$ cat src/rtl/eth_tx_arbiter.sv
// Frame-granular round-robin arbiter that shares the MII transmit path between NUM_REQ sources.
// Enforces the inter-frame gap and truncates/drains frames that exceed MAX_FRAME_BYTES.
module eth_tx_arbiter #(
  parameter int unsigned NUM_REQ         = 3,
  parameter int unsigned IFG_CYCLES      = 24,
  parameter int unsigned MAX_FRAME_BYTES = 1518
) (
  input  logic                   i_clock,
  input  logic                   i_reset_n,
  input  logic [NUM_REQ-1:0]     i_req_valid,
  input  logic [8*NUM_REQ-1:0]   i_req_data,
  input  logic [NUM_REQ-1:0]     i_req_last,
  output logic [NUM_REQ-1:0]     o_req_ready,
  output logic                   o_tx_valid,
  output logic [7:0]             o_tx_data,
  output logic                   o_tx_last,
  input  logic                   i_tx_ready,
  output logic [NUM_REQ-1:0]     o_grant,
  output logic                   o_busy,
  output logic                   o_overrun,
  output logic [15:0]            o_frame_count
);

  localparam int unsigned PW       = (NUM_REQ > 1) ? $clog2(NUM_REQ) : 1;
  localparam int unsigned BW       = (MAX_FRAME_BYTES > 1) ? $clog2(MAX_FRAME_BYTES) : 1;
  localparam int unsigned IW       = (IFG_CYCLES > 1) ? $clog2(IFG_CYCLES) : 1;
  localparam int unsigned IFG_LOAD = (IFG_CYCLES > 0) ? IFG_CYCLES - 1 : 0;

  typedef enum logic [1:0] {
    ST_IDLE  = 2'd0,
    ST_XFER  = 2'd1,
    ST_DRAIN = 2'd2,
    ST_IFG   = 2'd3
  } state_e;

  // With no gap configured a finished frame returns straight to arbitration.
  localparam state_e AFTER_FRAME = (IFG_CYCLES > 0) ? ST_IFG : ST_IDLE;

  state_e               state_q, state_d;
  logic [NUM_REQ-1:0]   grant_q, grant_d;
  logic [PW-1:0]        owner_q, owner_d;
  logic [PW-1:0]        ptr_q, ptr_d;
  logic [BW-1:0]        beat_q, beat_d;
  logic [IW-1:0]        ifg_q, ifg_d;
  logic [15:0]          frame_cnt_q, frame_cnt_d;
  logic                 overrun_q, overrun_d;

  logic [7:0]           req_data [NUM_REQ];
  logic                 arb_found;
  logic [PW-1:0]        arb_sel;
  logic                 own_valid;
  logic                 own_last;
  logic                 at_max;
  logic                 beat;

  for (genvar g = 0; g < NUM_REQ; g++) begin : g_unpack
    assign req_data[g] = i_req_data[8*g +: 8];
  end

  assign own_valid = i_req_valid[owner_q];
  assign own_last  = i_req_last[owner_q];
  assign at_max    = (beat_q == BW'(MAX_FRAME_BYTES - 1));
  assign beat      = (state_q == ST_XFER) && own_valid && i_tx_ready;

  // Round-robin search starting at the pointer, wrapping modulo NUM_REQ.
  always_comb begin
    int unsigned cand;
    cand      = 0;
    arb_found = 1'b0;
    arb_sel   = '0;
    for (int unsigned i = 0; i < NUM_REQ; i++) begin
      cand = (32'(ptr_q) + i) % NUM_REQ;
      if (!arb_found && i_req_valid[PW'(cand)]) begin
        arb_found = 1'b1;
        arb_sel   = PW'(cand);
      end
    end
  end

  // State register and datapath flops.
  always_ff @(posedge i_clock) begin
    if (!i_reset_n) begin
      state_q     <= ST_IDLE;
      grant_q     <= '0;
      owner_q     <= '0;
      ptr_q       <= '0;
      beat_q      <= '0;
      ifg_q       <= '0;
      frame_cnt_q <= '0;
      overrun_q   <= 1'b0;
    end else begin
      state_q     <= state_d;
      grant_q     <= grant_d;
      owner_q     <= owner_d;
      ptr_q       <= ptr_d;
      beat_q      <= beat_d;
      ifg_q       <= ifg_d;
      frame_cnt_q <= frame_cnt_d;
      overrun_q   <= overrun_d;
    end
  end

  // Next-state and datapath update.
  always_comb begin
    state_d     = state_q;
    grant_d     = grant_q;
    owner_d     = owner_q;
    ptr_d       = ptr_q;
    beat_d      = beat_q;
    ifg_d       = ifg_q;
    frame_cnt_d = frame_cnt_q;
    overrun_d   = 1'b0;
    unique case (state_q)
      ST_IDLE: begin
        if (arb_found) begin
          state_d = ST_XFER;
          owner_d = arb_sel;
          grant_d = NUM_REQ'(1) << arb_sel;
          ptr_d   = (arb_sel == PW'(NUM_REQ - 1)) ? '0 : arb_sel + PW'(1);
          beat_d  = '0;
        end
      end
      ST_XFER: begin
        if (beat) begin
          beat_d = beat_q + BW'(1);
          if (own_last || at_max) begin
            frame_cnt_d = frame_cnt_q + 16'd1;
          end
          if (at_max && !own_last) begin
            overrun_d = 1'b1;
            state_d   = ST_DRAIN;
          end else if (own_last) begin
            grant_d = '0;
            ifg_d   = IW'(IFG_LOAD);
            state_d = AFTER_FRAME;
          end
        end
      end
      ST_DRAIN: begin
        if (own_valid && own_last) begin
          grant_d = '0;
          ifg_d   = IW'(IFG_LOAD);
          state_d = AFTER_FRAME;
        end
      end
      ST_IFG: begin
        if (ifg_q == '0) begin
          state_d = ST_IDLE;
        end else begin
          ifg_d = ifg_q - IW'(1);
        end
      end
      default: state_d = ST_IDLE;
    endcase
  end

  // Zero-latency path from the owning requester to the serializer.
  always_comb begin
    o_req_ready = '0;
    o_tx_valid  = 1'b0;
    o_tx_data   = '0;
    o_tx_last   = 1'b0;
    case (state_q)
      ST_XFER: begin
        o_tx_valid  = own_valid;
        o_tx_data   = req_data[owner_q];
        o_tx_last   = own_valid && (own_last || at_max);
        o_req_ready = grant_q & {NUM_REQ{i_tx_ready}};
      end
      ST_DRAIN: o_req_ready = grant_q;
      default: ;
    endcase
  end

  assign o_grant       = grant_q;
  assign o_busy        = (state_q != ST_IDLE);
  assign o_overrun     = overrun_q;
  assign o_frame_count = frame_cnt_q;

endmodule

$ cat config.mk
export PLATFORM = sky130hd
export DESIGN_NAME = eth_tx_arbiter
export DESIGN_NICKNAME = d
export VERILOG_FILES = /design/src/rtl/eth_tx_arbiter.sv
export SDC_FILE = /design/constraint.sdc
export NUM_CORES = 1
export LEC_CHECK = 0
export BUFFER_PORTS_ARGS = -buffer_cell sky130_fd_sc_hd__buf_2
export CAP_MARGIN = 25
export CORE_ASPECT_RATIO = 0.8
export CORE_UTILIZATION = 58
export CTS_BUF_LIST = sky130_fd_sc_hd__clkbuf_16
export DETAILED_ROUTE_END_ITERATION = 6
export PLACE_DENSITY = 0.95
export SYNTH_ARGS = -nofsm -noshare
export SYNTH_HDL_FRONTEND = slang
export SYNTH_SLANG_ARGS = --single-unit
$ cat constraint.sdc
create_clock -name i_clock -period 6 [get_ports i_clock]
set_clock_uncertainty 0.05 [all_clocks]
set_input_delay 0.3 -clock i_clock [delete_from_list [all_inputs] [get_ports i_clock]]
set_output_delay 0.3 -clock i_clock [all_outputs]
set_load 0.02 [all_outputs]
Word level (Yosys, flattened, before mapping)
Index checks and enable logic that the tools add are counted.
Word-level totals
  register bits after elaboration: 42
  input port bits: 33
  output and inout bits: 34
Operators by class
  add/subtract/negate cells: 6
  divide/modulo/power cells: 3
  order comparisons: 5
  equal/unequal tests: 13
  shifts and indexed selects: 1
  mux-type cells: 47
  bitwise operators: 2
  reductions and logical operators: 24
Operators with widths (number)
  $mod A32 B2 Y32 const B: 2
  $mod A2 B2 Y32 const B: 1
  $mux W5: 5
  $mux W8: 3
  $mux W11: 2
  $pmux W11 S2: 1
  $mux W2: 10
  $add A16 B1 Y16 const B: 1
  $bmux W8 S2: 1
  $mux W3: 5
  $pmux W5 S3: 1
  $ne A2 B2 Y1 const B: 7
  $lt A2 B3 Y1 const B: 4
  $reduce_and A6 Y1: 2
  $add A11 B1 Y11 const B: 1
  $eq A11 B11 Y1 const B: 1
  $mux W1: 11
  $bmux W1 S2: 5
  $pmux W3 S3: 1
  $reduce_and A3 Y1: 3
  $pmux W2 S4: 1
  $logic_and A1 B1 Y1: 7
  $eq A2 B2 Y1 const B: 3
  $pmux W3 S2: 1
  other kinds (18): 22

Depth between registers and ports, before layout
  word-level depth: 13
  mapped depth: 10
  gate-level depth less buffers: 8

Worst setup path after synthesis
Ideal clock, no wire load.
  kind: register to register
  start point: register ptr_q[0]
  end point: register grant_q[0], in the netlist o_grant[0]
  arrival: 1.930 ns
  data required time: 5.810 ns
  slack: 3.880 ns
  cell stages (with the launch flop): 10
  path buffers: 1
  clock period less this slack: 2.120 ns
  path through: dfxtp_1 -> inv_1 -> ha_1 -> buf_2 -> mux2i_1 -> o21ai_0 -> or4_1 -> a2bb2oi_1 -> or2_2 -> o22ai_1
On the way
  cells in the longest elaborated chain, start to end: 13
Ends and longest elaborated chain
  start: declaration: RTL line 42  | logic [PW-1:0] ptr_q, ptr_d;
  start signal: assignment: RTL line 95  | ptr_q <= ptr_d;
  parallel branches: the longest is 13 deep, another holds $mod A32 B2 Y32
  end signal: assignment: RTL line 93  | grant_q <= grant_d;
  end: declaration: RTL line 40  | logic [NUM_REQ-1:0] grant_q, grant_d;
Several ways; the timed one is not identified. The select of a mux whose other input is x is not followed.
A chain may end at the register's enable or synchronous reset.

Worst setup path after layout
  start point: register owner_q[0]
  end point: register frame_cnt_q[15], in the netlist o_frame_count[15]
On the way
  cells in the longest elaborated chain, start to end: 5
Ends and longest elaborated chain
  start: declaration: RTL line 41  | logic [PW-1:0] owner_q, owner_d;
  start signal: assignment: RTL line 94  | owner_q <= owner_d;
  $bmux W1 S2: RTL line 60  | assign own_valid = i_req_valid[owner_q];
  $mux W1 (not written as such): RTL line 60
  $logic_and A1 B1 Y1 (2 in series): RTL line 63  | assign beat = (state_q == ST_XFER) && own_valid && i_tx_ready;
  $reduce_and A3 Y1 (no line) (*)
  end signal: assignment: RTL line 98  | frame_cnt_q <= frame_cnt_d;
  end: declaration: RTL line 45  | logic [15:0] frame_cnt_q, frame_cnt_d;
Mark *: on every way between the ends. The rest lies on a longest branch, timed or not. The select of a mux whose other input is x is not followed.

==> qor.csv <==
metric;value;unit
path_cells;mux2i_1, o21ai_0, o211ai_2, nor4b_1, xnor2_1, nor2_1;
slew_headroom;47.1;%
wl_per_cell;15.4;microns
grt_antenna_before_repair;0;
insertion_delay;0.29;ns
worst_setup_path_end_kind;register;
drive_above_1_share;23.0;%
antenna_cells;0;
grt_usage;29.2;%
final_cells;465;
die_area;5080;sq um
critPathKind;register to register;
via_count;2781;
wirelength;7.18;mm
fmax;0.377;GHz
die_w;79.5;microns
synth_nets;392;
setup_viol;0;
max_cap_viol_count;0;
synth-edff-count;0;
yosysMostFrequentCell;nor2_1;
std_cell_rows;22;
gr-total-overflow;0;
root_buffer;clkbuf_16;
fin_nets;449;
avgSynthCellArea;8.03;sq um
p_leak;1.36;nW
regArea;841;sq um
firstDrtPassIters;5;
startpoint_type;register;
post-dp-hpwl;5.08;mm
timing_worst_slew_pin_value;0.787;ns
synth_area_leaders;dfxtp_1 (30%), nor2_1 (7.4%), mux2i_1 (6.5%), xnor2_1 (6.3%), ha_1 (5.4%);
initialDrtViolationCount;268;
post-cts-setup-buffers;0;
synth_top_area_cell;dfxtp_1;
status;completed;
ys_warn_count;0;
synthTopCellsByCount;nor2_1 (55), dfxtp_1 (42), nand2_1 (22);
placed_cells_incl_taps;457;
core_area;4600;sq um
drt-vias-per-instance;5.98;
area_growth;17.6;%
fillers;346;
syn_area;2790;sq um
multiInputGateArea;1790;sq um
seq_area_frac_synth;30.2;%
holdBufCountCts;0;
cp_slowest_stage_delay;0.73;ns
ys.flop_type;dfxtp_1;
rsz0062_at_grt;no;
grt_pass1_vias;2547;
ctsLongestPathBuffers;2;
powerDensity;424;nW/um^2
setup_tns;0;ns
required;6.11;ns
crit_path_max_fanout;15;
ys_async_sr_fraction;0;%
finalHoldViolCount;0;
drc;0;
io_buffers;66;
synthCells;347;
clk_pin_slew_worst_paths;0.06;ns
globalplace.congestion;0.884;
grt_max_degree;29;
synth.top_cell.area_share;30.2;%
htreeDepth;2;
arrival;2.77;ns
fp.dieH;64.0;microns
cts_tree;yes;
ys_ff_latch;42;
hold_path.class;input port to register;
ir_drop;0.000232;V
cts_resized;0;
post-route-min-period;2.65;ns
grt_pass1_wl;11.5;mm
crit_slowest_cell;dfxtp_1;
initial_core_util;60.6;%
clock_sinks;42;
ant_nets;0;
cts_buffers;5;
drv_slew;0;
period_share;44.2;%
synth_cell_type_count;59;
ioPinCount;67;
-- kinds of logic (layout without fill, tap and decap cells) --
logic type / after synthesis / in the layout / synth area share, %
multiplexers: 18 / 18 / 6.47
flip-flops: 42 / 42 / 30.2
XOR/XNOR: 21 / 21 / 6.60
adder cells (fa/ha/maj): 12 / 12 / 5.39
buffers and inverters: 35 / 93 / 5.39
AND/OR/NAND/NOR: 157 / 157 / 30.5
AO/OA/AOI/OAI: 62 / 62 / 15.5
-- final cells by class --
cell class	instances	area share, %
multi-input combinational	270	54.8
sequential	42	25.7
timing repair buffer	66	10.1
clock buffer	5	3.82
tap	60	2.29
inverter	19	2.18
clock inverter	3	1.15
-- flip-flops by register name, indices dropped and copies added (netlist names) --
signal	count
owner_q	2
o_overrun	1
o_frame_count	16
beat_q	11
ptr_q	2
o_grant	3
state_q	2
ifg_q	5
-- metrics by stage --
stage	util, %	power, W	hold slack (ns)	worst slack (ns)	area (sq um)
final	71.2	0.00139	0.310	3.35	3270
after global routing	71.2	0.00147	0.309	3.15	3270
after floorplan	-	0.000923	0.397	3.88	2790
after global placement	67.7	0.00104	0.414	3.58	3110
after CTS	71.2	0.00138	0.303	3.39	3270
after detailed placement	67.7	0.00107	0.418	3.41	3110
-- metal layers --
metal	track usage, %	part of all wire (%)	vias up
met5	0	0	-
met4	13.0	2.5	0
met1	33.9	42	1281
met3	8.00	7.7	20
li1	-	-	1334
met2	49.8	48	146
-- final timing paths --
kind,from,slack (ns),endpoint,cells past startpoint
setup / recovery,owner_q[0],3.35,o_frame_count[15],6
hold / removal,i_reset_n,0.31,ifg_q[4],2
setup reg to reg,owner_q[0],3.35,o_frame_count[15],6
hold reg to reg,o_grant[1],0.43,o_grant[1],2
-- power by group --
| group | total, W | switching (W) | internal, W |
|---|---|---|---|
| logic | 0.000714 | 0.000444 | 0.000270 |
| clock network | 0.000301 | 0.000107 | 0.000193 |
| registers | 0.000375 | 0.0000547 | 0.000320 |
| total | 0.00139 | 0.000606 | 0.000783 |
-- worst max-delay path, delay by kind of cell (launching register included) --
family | cells | cell delay (ns)
xor+xnor | 1 | 0.18
compound gates | 2 | 0.78
simple gates | 2 | 0.55
flops | 1 | 0.73
mux | 1 | 0.23
-- cell usage in the layout, fill, tap and decap left out, drive strengths merged, types with 3 or more instances in the layout --
master / count
nand4: 4
o21a: 5
and3: 4
clkbuf: 5
nor4b: 3
a211oi: 3
xnor2: 20
mux2i: 18
nor2: 55
nor4: 10
o211ai: 4
nand3: 14
inv: 21
dfxtp: 42
or3: 4
nand2b: 7
nand3b: 3
and2: 5
buf: 66
nor3: 16
a21oi: 19
o31ai: 3
ha: 12
o21ai: 12
nand2: 22
Note: power is estimated with default switching activity, not from simulation.
